**src/rtl/ifq_pkg.sv**
```systemverilog
// Shared fetch-queue types: widths, opcode encoding, queue entry.
// Also holds the saturating adder used by the IFQ_PERF_EN counters.
package ifq_pkg;

   localparam int IFQ_ADDR_W = 4;
   localparam int IFQ_DATA_W = 8;
   localparam int IFQ_DEPTH  = 4;

   typedef enum logic [1:0] {
      OP_LOAD  = 2'b00,
      OP_ADD   = 2'b01,
      OP_STORE = 2'b10,
      OP_JUMP  = 2'b11
   } opcode_e;

   typedef struct packed {
      logic [IFQ_ADDR_W-1:0] pc;
      logic [IFQ_DATA_W-1:0] instr;
   } ifq_entry_t;

   function automatic opcode_e opcode_of(
      input logic [IFQ_DATA_W-1:0] i
   );
      return opcode_e'(i[7:6]);
   endfunction

   function automatic logic [15:0] sat_add16(
      input logic [15:0] a,
      input logic [15:0] b
   );
      logic [16:0] s;
      s = {1'b0, a} + {1'b0, b};
      return s[16] ? 16'hFFFF : s[15:0];
   endfunction

endpackage

```
**src/rtl/instr_fetch_queue_if.sv**
```systemverilog
// Fetch-stage bus: instruction memory port, decode handshake, redirect.
// master = fetch queue, slave = memory/decode side.
interface instr_fetch_queue_if
   import ifq_pkg::*;
#(
   parameter int ADDR_W = IFQ_ADDR_W,
   parameter int DATA_W = IFQ_DATA_W
);

   logic              imem_en;
   logic [ADDR_W-1:0] imem_addr;
   logic [DATA_W-1:0] imem_rdata;
   logic              instr_valid;
   logic              instr_ready;
   logic [DATA_W-1:0] instr;
   logic [ADDR_W-1:0] instr_pc;
   logic              redirect_valid;
   logic [ADDR_W-1:0] redirect_pc;

   modport master (
      output imem_en,
      output imem_addr,
      input  imem_rdata,
      output instr_valid,
      input  instr_ready,
      output instr,
      output instr_pc,
      input  redirect_valid,
      input  redirect_pc
   );

   modport slave (
      input  imem_en,
      input  imem_addr,
      output imem_rdata,
      input  instr_valid,
      output instr_ready,
      input  instr,
      input  instr_pc,
      output redirect_valid,
      output redirect_pc
   );

endinterface

```
**src/rtl/ifq_fifo.sv**
```systemverilog
// Small synchronous FIFO of fetched {pc, instr} entries.
// Flush wins over push; storage is cleared on reset so head reads zero.
module ifq_fifo
   import ifq_pkg::*;
#(
   parameter int DEPTH = IFQ_DEPTH
)(
   input  logic                   clk,
   input  logic                   reset,
   input  logic                   push,
   input  ifq_entry_t             din,
   input  logic                   pop,
   input  logic                   flush,
   output logic [$clog2(DEPTH):0] count,
   output ifq_entry_t             head
);

   localparam int PW = $clog2(DEPTH);
   localparam int CW = PW + 1;

   ifq_entry_t    mem [DEPTH];
   logic [PW-1:0] wr_ptr;
   logic [PW-1:0] rd_ptr;
   logic          do_push;
   logic          do_pop;

   assign do_pop  = pop && (count != '0);
   assign do_push = push &&
                    ((count != CW'(DEPTH)) || do_pop);
   assign head    = mem[rd_ptr];

   always_ff @(posedge clk or negedge reset) begin
      if (!reset) begin
         wr_ptr <= '0;
         rd_ptr <= '0;
         count  <= '0;
         for (int i = 0; i < DEPTH; i++)
            mem[i] <= '0;
      end else if (flush) begin
         wr_ptr <= '0;
         rd_ptr <= '0;
         count  <= '0;
      end else begin
         if (do_push) begin
            mem[wr_ptr] <= din;
            wr_ptr      <= wr_ptr + PW'(1);
         end
         if (do_pop)
            rd_ptr <= rd_ptr + PW'(1);
         count <= count + CW'(do_push)
                        - CW'(do_pop);
      end
   end

endmodule

```
**src/rtl/instr_fetch_queue.sv**
```systemverilog
// Fetch stage: issues imem reads, queues returns, serves decode, handles jumps.
// Define IFQ_PERF_EN to add the perf_fetched / perf_flushed counters.
module instr_fetch_queue
   import ifq_pkg::*;
#(
   parameter int ADDR_W = IFQ_ADDR_W,
   parameter int DATA_W = IFQ_DATA_W,
   parameter int DEPTH  = IFQ_DEPTH
)(
   input  logic        clk,
   input  logic        reset,
`ifdef IFQ_PERF_EN
   output logic [15:0] perf_fetched,
   output logic [15:0] perf_flushed,
`endif
   instr_fetch_queue_if.master bus
);

   localparam int CW = $clog2(DEPTH) + 1;

   logic [ADDR_W-1:0] fetch_pc;
   logic [ADDR_W-1:0] inflight_pc;
   logic              inflight;
   logic [CW-1:0]     count;
   logic [CW-1:0]     occupied;
   ifq_entry_t        head;
   ifq_entry_t        din;
   logic              issue;
   logic              push;
   logic              pop;
   logic              flush;
   logic              valid;

   // Free space ignores a same-cycle pop; reset gates the strobe low.
   always_comb begin
      flush    = bus.redirect_valid;
      valid    = (count != '0);
      pop      = valid && bus.instr_ready;
      occupied = count + CW'(inflight);
      issue    = reset && !flush &&
                 (occupied < CW'(DEPTH));
      push     = inflight && !flush;
      din      = '{pc: inflight_pc,
                   instr: bus.imem_rdata};
   end

   assign bus.imem_en     = issue;
   assign bus.imem_addr   = fetch_pc;
   assign bus.instr_valid = valid;
   assign bus.instr       = head.instr;
   assign bus.instr_pc    = head.pc;

   always_ff @(posedge clk or negedge reset) begin
      if (!reset) begin
         fetch_pc    <= '0;
         inflight    <= 1'b0;
         inflight_pc <= '0;
      end else begin
         inflight    <= issue;
         inflight_pc <= fetch_pc;
         if (flush)
            fetch_pc <= bus.redirect_pc;
         else if (issue)
            fetch_pc <= fetch_pc + ADDR_W'(1);
      end
   end

   ifq_fifo #(
      .DEPTH (DEPTH)
   ) u_fifo (
      .clk   (clk),
      .reset (reset),
      .push  (push),
      .din   (din),
      .pop   (pop),
      .flush (flush),
      .count (count),
      .head  (head)
   );

`ifdef IFQ_PERF_EN
   logic [CW-1:0] discard;

   // The head accepted in a redirect cycle is consumed, not discarded.
   assign discard = occupied - CW'(pop);

   always_ff @(posedge clk or negedge reset) begin
      if (!reset) begin
         perf_fetched <= '0;
         perf_flushed <= '0;
      end else begin
         perf_fetched <= sat_add16(perf_fetched,
                                   16'(pop));
         if (flush)
            perf_flushed <= sat_add16(perf_flushed,
                                      16'(discard));
      end
   end
`endif

endmodule

```
**src/flat_wrapper.sv**
```systemverilog
// flat-port wrapper written by rule: the top's interface ports become plain ports
module instr_fetch_queue_flat import ifq_pkg::*;
#(
   parameter int ADDR_W = IFQ_ADDR_W,
   parameter int DATA_W = IFQ_DATA_W,
   parameter int DEPTH  = IFQ_DEPTH
)
  (clk, reset, bus_imem_en, bus_imem_addr, bus_imem_rdata, bus_instr_valid, bus_instr_ready, bus_instr, bus_instr_pc, bus_redirect_valid, bus_redirect_pc);
  instr_fetch_queue_if #(.ADDR_W(ADDR_W), .DATA_W(DATA_W)) bus_i ();
  input  logic clk;
  input  logic reset;
  output wire logic [$bits(bus_i.imem_en)-1:0] bus_imem_en;
  output wire logic [$bits(bus_i.imem_addr)-1:0] bus_imem_addr;
  input wire logic [$bits(bus_i.imem_rdata)-1:0] bus_imem_rdata;
  output wire logic [$bits(bus_i.instr_valid)-1:0] bus_instr_valid;
  input wire logic [$bits(bus_i.instr_ready)-1:0] bus_instr_ready;
  output wire logic [$bits(bus_i.instr)-1:0] bus_instr;
  output wire logic [$bits(bus_i.instr_pc)-1:0] bus_instr_pc;
  input wire logic [$bits(bus_i.redirect_valid)-1:0] bus_redirect_valid;
  input wire logic [$bits(bus_i.redirect_pc)-1:0] bus_redirect_pc;
  assign bus_imem_en = bus_i.imem_en;
  assign bus_imem_addr = bus_i.imem_addr;
  assign bus_i.imem_rdata = bus_imem_rdata;
  assign bus_instr_valid = bus_i.instr_valid;
  assign bus_i.instr_ready = bus_instr_ready;
  assign bus_instr = bus_i.instr;
  assign bus_instr_pc = bus_i.instr_pc;
  assign bus_i.redirect_valid = bus_redirect_valid;
  assign bus_i.redirect_pc = bus_redirect_pc;
  instr_fetch_queue #(.ADDR_W(ADDR_W), .DATA_W(DATA_W), .DEPTH(DEPTH)) u_core (.clk(clk), .reset(reset), .bus(bus_i));
endmodule
```
**config.mk**
```make
export PLATFORM = sky130hd
export DESIGN_NAME = instr_fetch_queue_flat
export DESIGN_NICKNAME = d
export VERILOG_FILES = /design/src/rtl/ifq_pkg.sv /design/src/rtl/instr_fetch_queue_if.sv /design/src/rtl/ifq_fifo.sv /design/src/rtl/instr_fetch_queue.sv /design/src/flat_wrapper.sv
export SDC_FILE = /design/constraint.sdc
export NUM_CORES = 1
export LEC_CHECK = 0
export ABC_AREA = 1
export ABC_CLOCK_PERIOD_IN_PS = 4400
export CAP_MARGIN = 10
export CORE_MARGIN = 8
export CORE_UTILIZATION = 60
export DETAILED_ROUTE_END_ITERATION = 8
export MAX_ROUTING_LAYER = met4
export PLACE_DENSITY = 0.84
export SLEW_MARGIN = 25
export SYNTH_ARGS = -nofsm -noshare
export SYNTH_HDL_FRONTEND = slang
export SYNTH_SLANG_ARGS = --single-unit
```
**constraint.sdc**
```tcl
create_clock -name clk -period 4.4 [get_ports clk]
set_clock_uncertainty 0.05 [all_clocks]
set_input_delay 0.88 -clock clk [delete_from_list [all_inputs] [get_ports clk]]
set_output_delay 0.88 -clock clk [all_outputs]
set_load 0.1 [all_outputs]
```
==> results by stage, run 1 <==
Outcome:
- The run finished with clean final reports.

Placed design:
- Summed over all nets, the half-perimeter wirelength after detailed placement is 4.10 mm.
- The cell count after placement is 420.
- Timing analysis after detailed placement gives a worst setup slack of 0.974 ns.
- The final weighted congestion of routability-driven global placement is 0.750.
- Once placement finished, the instance area stood at 3520 um2.
- Buffers placed on the I/O ports in this run total 33.

GRT:
- The pin count of the biggest net entering global routing is 65.
- For this run, the total global-route usage over all layers was measured as 0.171.
- The first-pass GRT wire length is 11.1 mm.
- The total overflow reported by the global router is 0.
- The initial antenna violation count is 0.
- The number of global-route vias before repair is 2402.

Final layout:
- Fill cells in the final layout number 427.
- The final layout contains 383 nets.
- Relative to the synthesized area, the layout overhead comes to 13.4%.
- In the final layout, the share of cells above drive strength 1 is 0.313.
- In the final layout, flip-flops and latches occupy 1600 um2.
- The number of antenna diodes in the final layout is 0.
- Once layout is complete, the cells apart from fillers number 436.
- The multi-input combinational cells in the finished layout cover a total of 1420 um2.
- The final core utilization is 0.687.
- The finished cells cover 3710 um2.

Worst hold path:
- The worst-case hold path end point is u_core.inflight_pc[3]$_DFF_PN0_.
- The worst hold path passes through 0 cells.
- The path class of the tightest hold or removal check is reg -> reg.
- The worst hold path begins at u_core.bus.imem_addr[3]$_DFFE_PN0P_.

Logic synthesis:
- The synthesized netlist occupies a cell area of 3280 um2.
- Of the post-synthesis cell area, the dominant cell type holds 0.489.
- The main flop type after synthesis is sky130_fd_sc_hd__dfrtp_1.
- The synthesis warning total is 0.
- In this run the mean area of a mapped cell was 9.93 um2.
- The fraction of registers with async set or reset after synthesis is 1.00.
- The number of instances in the synthesized netlist is 330.
- The proportion of synthesized chip area in sequential cells is 0.489.
- By area the synthesized netlist is led by sky130_fd_sc_hd__dfrtp_1 (49%), sky130_fd_sc_hd__o21ai_2 (13%), sky130_fd_sc_hd__nand2_1 (5.3%), sky130_fd_sc_hd__nand2_2 (4.6%), sky130_fd_sc_hd__o21ai_0 (4.3%).
- The number of synthesized register bits is 64.
- The netlist uses 26 different library cells.
- The biggest area contributor in the post-synthesis netlist is sky130_fd_sc_hd__dfrtp_1.
- The number of enable flip-flop cells after synthesis is 0.
- The post-synthesis net count is 354.

CTS:
- The number of cells upsized or downsized after cts is 0.
- The clock passes through at most 2 buffers.
- TritonCTS built the clock tree.
- Clock-pin slew was measured on the worst setup and hold paths at 0.06 ns.
- The library cell used as clock root buffer is sky130_fd_sc_hd__clkbuf_8.
- The count of hold buffers inserted by post-cts repair is 0.
- The number of H-tree branching levels is 3.
- Post-CTS timing repair inserted 0 buffers for setup.
- The clock sink count is 64.
- At the later pin of the worst-skew pair, clock insertion delay measures 0.33 ns.
- The total clock buffers created by CTS is 9.

STA:
- Setup slack closes at 0.984 ns.
- The final critical-path share of the clock period is 0.776.
- The final count of hold timing violations is 0.
- The worst max-slew margin expressed relative to the limit is 0.346.
- Setup total negative slack on the finished layout was measured at 0 ns.
- At the pin with the least slew margin, the transition time is 0.978 ns.
- The final period demand of the worst path is 3.42 ns.
- The highest clock frequency the design can meet is 293 MHz.
- Setup repair after global routing left no endpoint under its margin.
- Setup violations remaining at the end of the flow were counted as 0.
- Across all hold checks on the routed design, the worst slack comes to 0.422 ns.
- The max-slew violation count is 0.

Power and ir drop:
- The leakage power of the design is 1.77 nW.
- The peak supply drop is 471 uV.
- Dividing total power by cell area gives a power density of 762 nW/um2.
- Overall power consumption after layout is estimated at 2.83 mW.

Drt:
- The via count is 2352.
- The wire length reported by the detailed router is 6.40 mm.
- The first detailed-routing pass ran for 4 iterations.
- The detailed router finished its first iteration with 119 violations.
- The remaining number of nets flagged by the antenna check after routing is 0.
- The average via count per standard cell is 5.39.
- After detailed routing, the average wire length per cell comes to 14.7 um.
- The DRC violation count after routing is 0.

Setup path:
- The number of cells on the worst reg-to-reg path is 11.
- Data arrives at the worst endpoint at 2.49 ns.
- The kind of start point of the critical path is an input port.
- The minimum setup slack among reg-to-reg paths is 2.12 ns.
- The data required time of the critical path is 3.47 ns.
- Along the worst path, the maximum fanout reaches 12.
- The startpoint identified for the worst register-to-register timing path is u_core.u_fifo.count[1]$_DFF_PN0_.
- The category of the critical setup timing path is in -> out.
- The sort of element at the end of the critical path is a primary output.
- The worst register-to-register path ends at u_core.u_fifo.count[2]$_DFF_PN0_.

Die:
- The overall die area is 8080 um2.
- The standard-cell row count is 27.
- For this configuration, the core starts out at a cell density of 0.606.
- Measured along the x axis, the die boundary spans 89.9 um.
- The core area is 5410 um2.
- The number of top-level pins is 34.
- The height of the chip is 89.9 um.

Run:
- The max-cap violation count is 0.
[synthesized netlist by cell type (2+ instances only)]
master	count
sky130_fd_sc_hd__nor2_1	28
sky130_fd_sc_hd__ha_1	7
sky130_fd_sc_hd__nand3_1	13
sky130_fd_sc_hd__inv_2	3
sky130_fd_sc_hd__buf_6	7
sky130_fd_sc_hd__buf_8	3
sky130_fd_sc_hd__dfrtp_1	64
sky130_fd_sc_hd__xor2_1	2
sky130_fd_sc_hd__nand2_2	24
sky130_fd_sc_hd__o21ai_2	48
sky130_fd_sc_hd__nand4_1	2
sky130_fd_sc_hd__buf_2	3
sky130_fd_sc_hd__o21ai_0	28
sky130_fd_sc_hd__o22ai_1	12
sky130_fd_sc_hd__nand3_4	4
sky130_fd_sc_hd__inv_1	23
sky130_fd_sc_hd__xnor2_1	2
sky130_fd_sc_hd__clkbuf_1	3
sky130_fd_sc_hd__nand2_1	46
sky130_fd_sc_hd__nand2_4	2
[cell usage in the layout, fill, tap and decap left out, drive strengths merged]
master / instances
ha: 7
xor2: 2
o21ai: 76
inv: 26
nand4: 2
clkinv: 2
o22ai: 12
dfrtp: 64
nand2: 72
clkdlybuf4s50: 19
nand3: 17
xnor2: 2
fa: 1
a21oi: 1
nor2: 31
clkbuf: 13
bufinv: 1
buf: 16
[where the power goes]
group	internal [mW]	switching [mW]
Clock	0.291	0.208
Combinational	0.361	1.11
Sequential	0.745	0.119
Total	1.40	1.43
[how the worst max path moves through the flow]
stage	start	endpoint	slack, ns	depth (start not counted)
6_report	bus_redirect_valid	bus_imem_en	0.98	5
5_1_grt	bus_redirect_valid	bus_imem_en	0.83	5
4_1_cts	bus_redirect_valid	bus_imem_en	0.96	5
3_5_place_dp	bus_redirect_valid	bus_imem_en	0.97	5
3_3_place_gp	bus_redirect_valid	bus_imem_en	1.06	5
2_1_floorplan	u_core.u_fifo.rd_ptr[0]$_DFFE_PN0P_	bus_instr[4]	1.12	5
[flip-flops by register name, indices dropped and copies added (netlist names)]
register / count
u_core.u_fifo.mem: 48
u_core.bus.imem_addr: 4
u_core.inflight_pc: 4
u_core.u_fifo.count: 3
u_core.u_fifo.rd_ptr: 2
u_core.u_fifo.wr_ptr: 2
u_core.inflight: 1
[worst max-delay path, stage by stage]
cell	delay, ns
sky130_fd_sc_hd__clkdlybuf4s50_1	0.68
sky130_fd_sc_hd__nor2_1	0.23
sky130_fd_sc_hd__nand3_1	0.24
sky130_fd_sc_hd__inv_1	0.15
sky130_fd_sc_hd__buf_4	0.30
[final cells by class]
class	instances	share of cell area
Inverter	26	0.0263
Clock inverter	3	0.0108
Sequential cell	64	0.431
Tap cell	72	0.0243
Timing Repair Buffer	35	0.0829
Multi-Input combinational cell	223	0.382
Clock buffer	13	0.0428
[kinds of logic after synthesis]
family / share of synthesized area
flops: 0.489
simple gates: 0.194
buf+inv: 0.0779
fa+ha+maj: 0.0328
compound gates: 0.196
xor+xnor: 0.0107
[metal layers]
layer / part of all wire / vias up / track usage
met4: 0.016 / 0 / 0.0804
met5: 0 / - / -
met1: 0.46 / 1128 / 0.206
met2: 0.48 / 62 / 0.269
li1: - / 1149 / -
met3: 0.042 / 13 / 0.0374
Power figures use the tool's default switching activity.
==> run 2: changes to the inputs <==
ABC_CLOCK_PERIOD_IN_PS = 3000   (was 4400)
CORE_UTILIZATION = 51   (was 60)
PLACE_DENSITY = 0.76   (was 0.84)
clock period = 3 ns   (was 4.4 ns; I/O delays follow)
==> results by stage, run 2 (synthesis results as in run 1) <==
Placed design:
- The count of port buffers added during placement was 33 (unchanged).
- The half-perimeter wire length of the detailed placement result is 4.30 mm (+4.9%).
- The final weighted congestion of routability-driven global placement was 0.822 (+9.7%).

Setup path:
- The category of the critical setup timing path is reg -> out.
- In this run the worst setup path begins at u_core.u_fifo.rd_ptr[0]$_DFFE_PN0P_.
- The worst flop-to-flop path endpoint is u_core.u_fifo.count[2]$_DFF_PN0_.
- The logic depth of the worst path, buffers included is 5 (unchanged).
- The destination of the critical timing path is bus_instr[3].
- The kind of start point of the critical path is a flip-flop.
- The highest fanout seen on the critical path was 14 (+2).
- The delay of the slowest cell on the worst path is 0.39 ns (-0.29 ns).
- For this design, the slowest cell found on the critical path is sky130_fd_sc_hd__dfrtp_1.
- The sort of element at the end of the critical path is a primary output.
- Traced cell by cell, the critical path runs through inv_1 > buf_4 > o21ai_0 > o22ai_1 > buf_12.
- The buffer and inverter count on the worst path is 3 (unchanged).
- The data arrival time of the critical path was 1.92 ns (-0.57 ns).
- The origin of the critical flop-to-flop path is u_core.u_fifo.count[1]$_DFF_PN0_.
- The number of cells on the worst reg-to-reg path is 11 (unchanged).
- The minimum setup slack among reg-to-reg paths was 0.75 ns (-1.37 ns).
- The data required time of the critical path is 2.35 ns (-1.12 ns).
- The largest delay contributor family on the critical path is buffers and inverters.

Final layout:
- The net count reported at finish is 387 (+1.0%).
- The final-layout fill cell count was 513 (+20%).
- The flip-flop count of the largest register after layout came to 48 (unchanged).
- The area growth from synthesis to layout is 20.4%.
- In the layout the commonest cells are sky130_fd_sc_hd__dfrtp_1 (64), sky130_fd_sc_hd__o21ai_2 (48), sky130_fd_sc_hd__nand2_1 (46).
- The number of antenna cells inserted is 0 (unchanged).
- Leaving out fill and tap cells, the most frequent cell in the layout is sky130_fd_sc_hd__dfrtp_1.
- The largest register by flop count is u_core.u_fifo.mem.
- The layout cell share with drive strength beyond 1 is 0.356 (+0.0428).
- The final core utilization is 0.628 (-0.0590).

GRT:
- The global-route total usage across every layer came to 0.168 (-0.00299).
- The number of global-route vias before repair is 2408 (+0.25%).
- The first-pass GRT wire length is 11.5 mm (+3.8%).
- The initial antenna violation count is 0 (unchanged).
- The total overflow reported by the global router is 0 (unchanged).
- The pin count of the biggest net entering global routing is 65 (unchanged).

Drt:
- The number of iterations in the first detailed-routing pass was 4 (unchanged).
- The remaining number of nets flagged by the antenna check after routing came to 0 (unchanged).
- The length of routed met2 wiring is 2.97 mm (-2.8%).
- The wire length on met3 came to 318 um (+20%).
- The via count is 2355 (+0.13%).
- The detailed-route wire length on metal 1 is 3.15 mm (+5.8%).
- The average via count per standard cell was 5.29 (-1.9%).
- The wire length reported by the detailed router is 6.56 mm (+2.5%).
- The DRC violation count after routing is 0 (unchanged).
- The number of violations reported at the end of detailed-routing iteration 0 came to 122 (+2.5%).
- The top routing layer in use is met4.
- The detailed-route wire length per cell is 14.7 um (+0.38%).

Power and ir drop:
- The relative contribution of the clock network to total power is 0.160 (-0.016).
- The power per standard cell area is 1160 nW/um2 (+52%).
- The switching power summed over all nets is 2.21 mW (+54%).
- The peak supply drop was 1240 uV (+160%).
- The leakage power of the design is 1.86 nW (+5.0%).
- The cell-internal power was 2.37 mW (+69%).
- The share of total power in combinational logic came to 0.566 (+0.048).
- The portion of total power attributed to sequential cells came to 0.274 (-0.031).
- The switching portion of total power is 0.482 (-0.0237).

Die:
- The effective utilization at floorplan was 0.522 (-0.0842).
- The overall die area is 9240 um2 (+14%).
- The core area was 6280 um2 (+16%).
- The height of the chip is 96.1 um (+7.0%).
- The overall die width was 96.1 um (+7.0%).
- The number of top-level pins is 34 (unchanged).
- The standard-cell row count is 29 (+7.4%).

STA:
- The setup-violating endpoint count in the final report is 0 (unchanged).
- The transition time at the pin with the least slew margin is 0.770 ns (-0.208 ns).
- Timing would allow up to 388 MHz.
- The final period demand of the worst path is 2.57 ns.
- The final total negative setup slack came to 0 ns (unchanged).
- The final critical-path share of the clock period is 0.858.
- The max-slew violation count is 0 (unchanged).
- The final count of hold timing violations is 0 (unchanged).
- The worst max-slew margin expressed relative to the limit is 0.487 (+0.141).
- Setup repair after global routing left no endpoint under its margin.

CTS:
- TritonCTS built the clock tree.
- The number of H-tree branching levels is 3 (unchanged).
- The maximum root-to-sink buffer count is 2 (unchanged).
- The clock sink count is 64 (unchanged).
- The count of hold buffers inserted by post-cts repair came to 0 (unchanged).
- The library cell used as clock root buffer is sky130_fd_sc_hd__clkbuf_8.
- The number of cells upsized or downsized after cts is 0 (unchanged).
- The clock network latency to the later pin of the worst-skew pair came to 0.34 ns (about the same).
- The post-CTS clock slew at the launch and capture registers of the worst setup and hold paths is 0.07 ns (about the same).
- The post-CTS repair timing setup buffer count came to 0 (unchanged).
- The total clock buffers created by CTS was 9 (unchanged).

Run:
- The max-cap violation count is 0 (unchanged).

Worst hold path:
- The path class of the lowest-slack min-delay path is in -> async.

Outcome:
- The flow ran to the end, and the final reports show no timing, DRC or antenna violations.
==> run 2: cell types whose count changed in the layout (fill, tap and decap cells not counted), sizes merged <==
cell / previous run / this run
clkdlybuf4s50: 19 / 14
clkinv: 2 / 3
clkbuf: 13 / 11
clkinvlp: 0 / 1
buf: 16 / 25
==> run 2: metal layers <==
layer / vias up / GRT usage
met5: - / -
met1: 1125 / 0.213
li1: 1159 / -
met4: 0 / 0.0909
met2: 61 / 0.245
met3: 10 / 0.0374
==> run 2: cell type report <==
type | count | area [um2] | share of cell area
clock buffers | 11 | 141 | 0.0359
clock inverters | 5 | 56.3 | 0.0143
inverters | 26 | 97.6 | 0.0247
multi-input cells | 223 | 1460 | 0.371
flip-flops and latches | 64 | 1600 | 0.406
well taps | 77 | 96.3 | 0.0244
repair buffers | 39 | 488 | 0.124
==> run 2: worst min-delay path by stage <==
| stage | from | cells after the start | end |
|---|---|---|---|
| 2_1_floorplan | reset | 0 | u_core.bus.imem_addr[0]$_DFFE_PN0P_ |
| 3_3_place_gp | u_core.u_fifo.mem[32]$_DFFE_PN0P_ | 2 | u_core.u_fifo.mem[32]$_DFFE_PN0P_ |
| 3_5_place_dp | u_core.u_fifo.mem[31]$_DFFE_PN0P_ | 2 | u_core.u_fifo.mem[31]$_DFFE_PN0P_ |
| 4_1_cts | reset | 2 | u_core.u_fifo.mem[7]$_DFFE_PN0P_ |
| 5_1_grt | u_core.u_fifo.mem[14]$_DFFE_PN0P_ | 2 | u_core.u_fifo.mem[14]$_DFFE_PN0P_ |
| 6_report | reset | 2 | u_core.u_fifo.mem[1]$_DFFE_PN0P_ |
==> run 2: worst register-to-register path, cell delays in order (launching register included) <==
cell and delay [ns]:
sky130_fd_sc_hd__dfrtp_1 0.46, sky130_fd_sc_hd__nor2_2 0.18, sky130_fd_sc_hd__nand2_1 0.09, sky130_fd_sc_hd__nand2_1 0.13, sky130_fd_sc_hd__inv_1 0.07, sky130_fd_sc_hd__ha_1 0.29, sky130_fd_sc_hd__inv_1 0.06, sky130_fd_sc_hd__ha_1 0.13
sky130_fd_sc_hd__inv_1 0.05, sky130_fd_sc_hd__fa_1 0.38, sky130_fd_sc_hd__xor2_1 0.19, sky130_fd_sc_hd__nor2_1 0.06
==> run 2: power groups by stage <==
stage                     sequential, mW  clock, mW  combinational (mW)
after floorplan                     1.32          0                1.74
after global placement              1.26          0                2.58
after detailed placement            1.27          0                2.61
after CTS                           1.26      0.749                2.62
after global routing                1.29      0.787                2.74
final                               1.26      0.731                2.59
==> run 2: per-stage QoR <==
stage	instance area (um2)	worst slack [ns]	hold slack (ns)	cells	power, mW
floorplan	3320	0.0566	0.254	330	3.07
global placement	3750	0.287	0.410	429	3.84
detailed placement	3750	0.198	0.414	429	3.88
CTS	3940	0.433	0.430	445	4.62
global route	3940	0.260	0.450	445	4.81
finish	3940	0.426	0.411	445	4.58
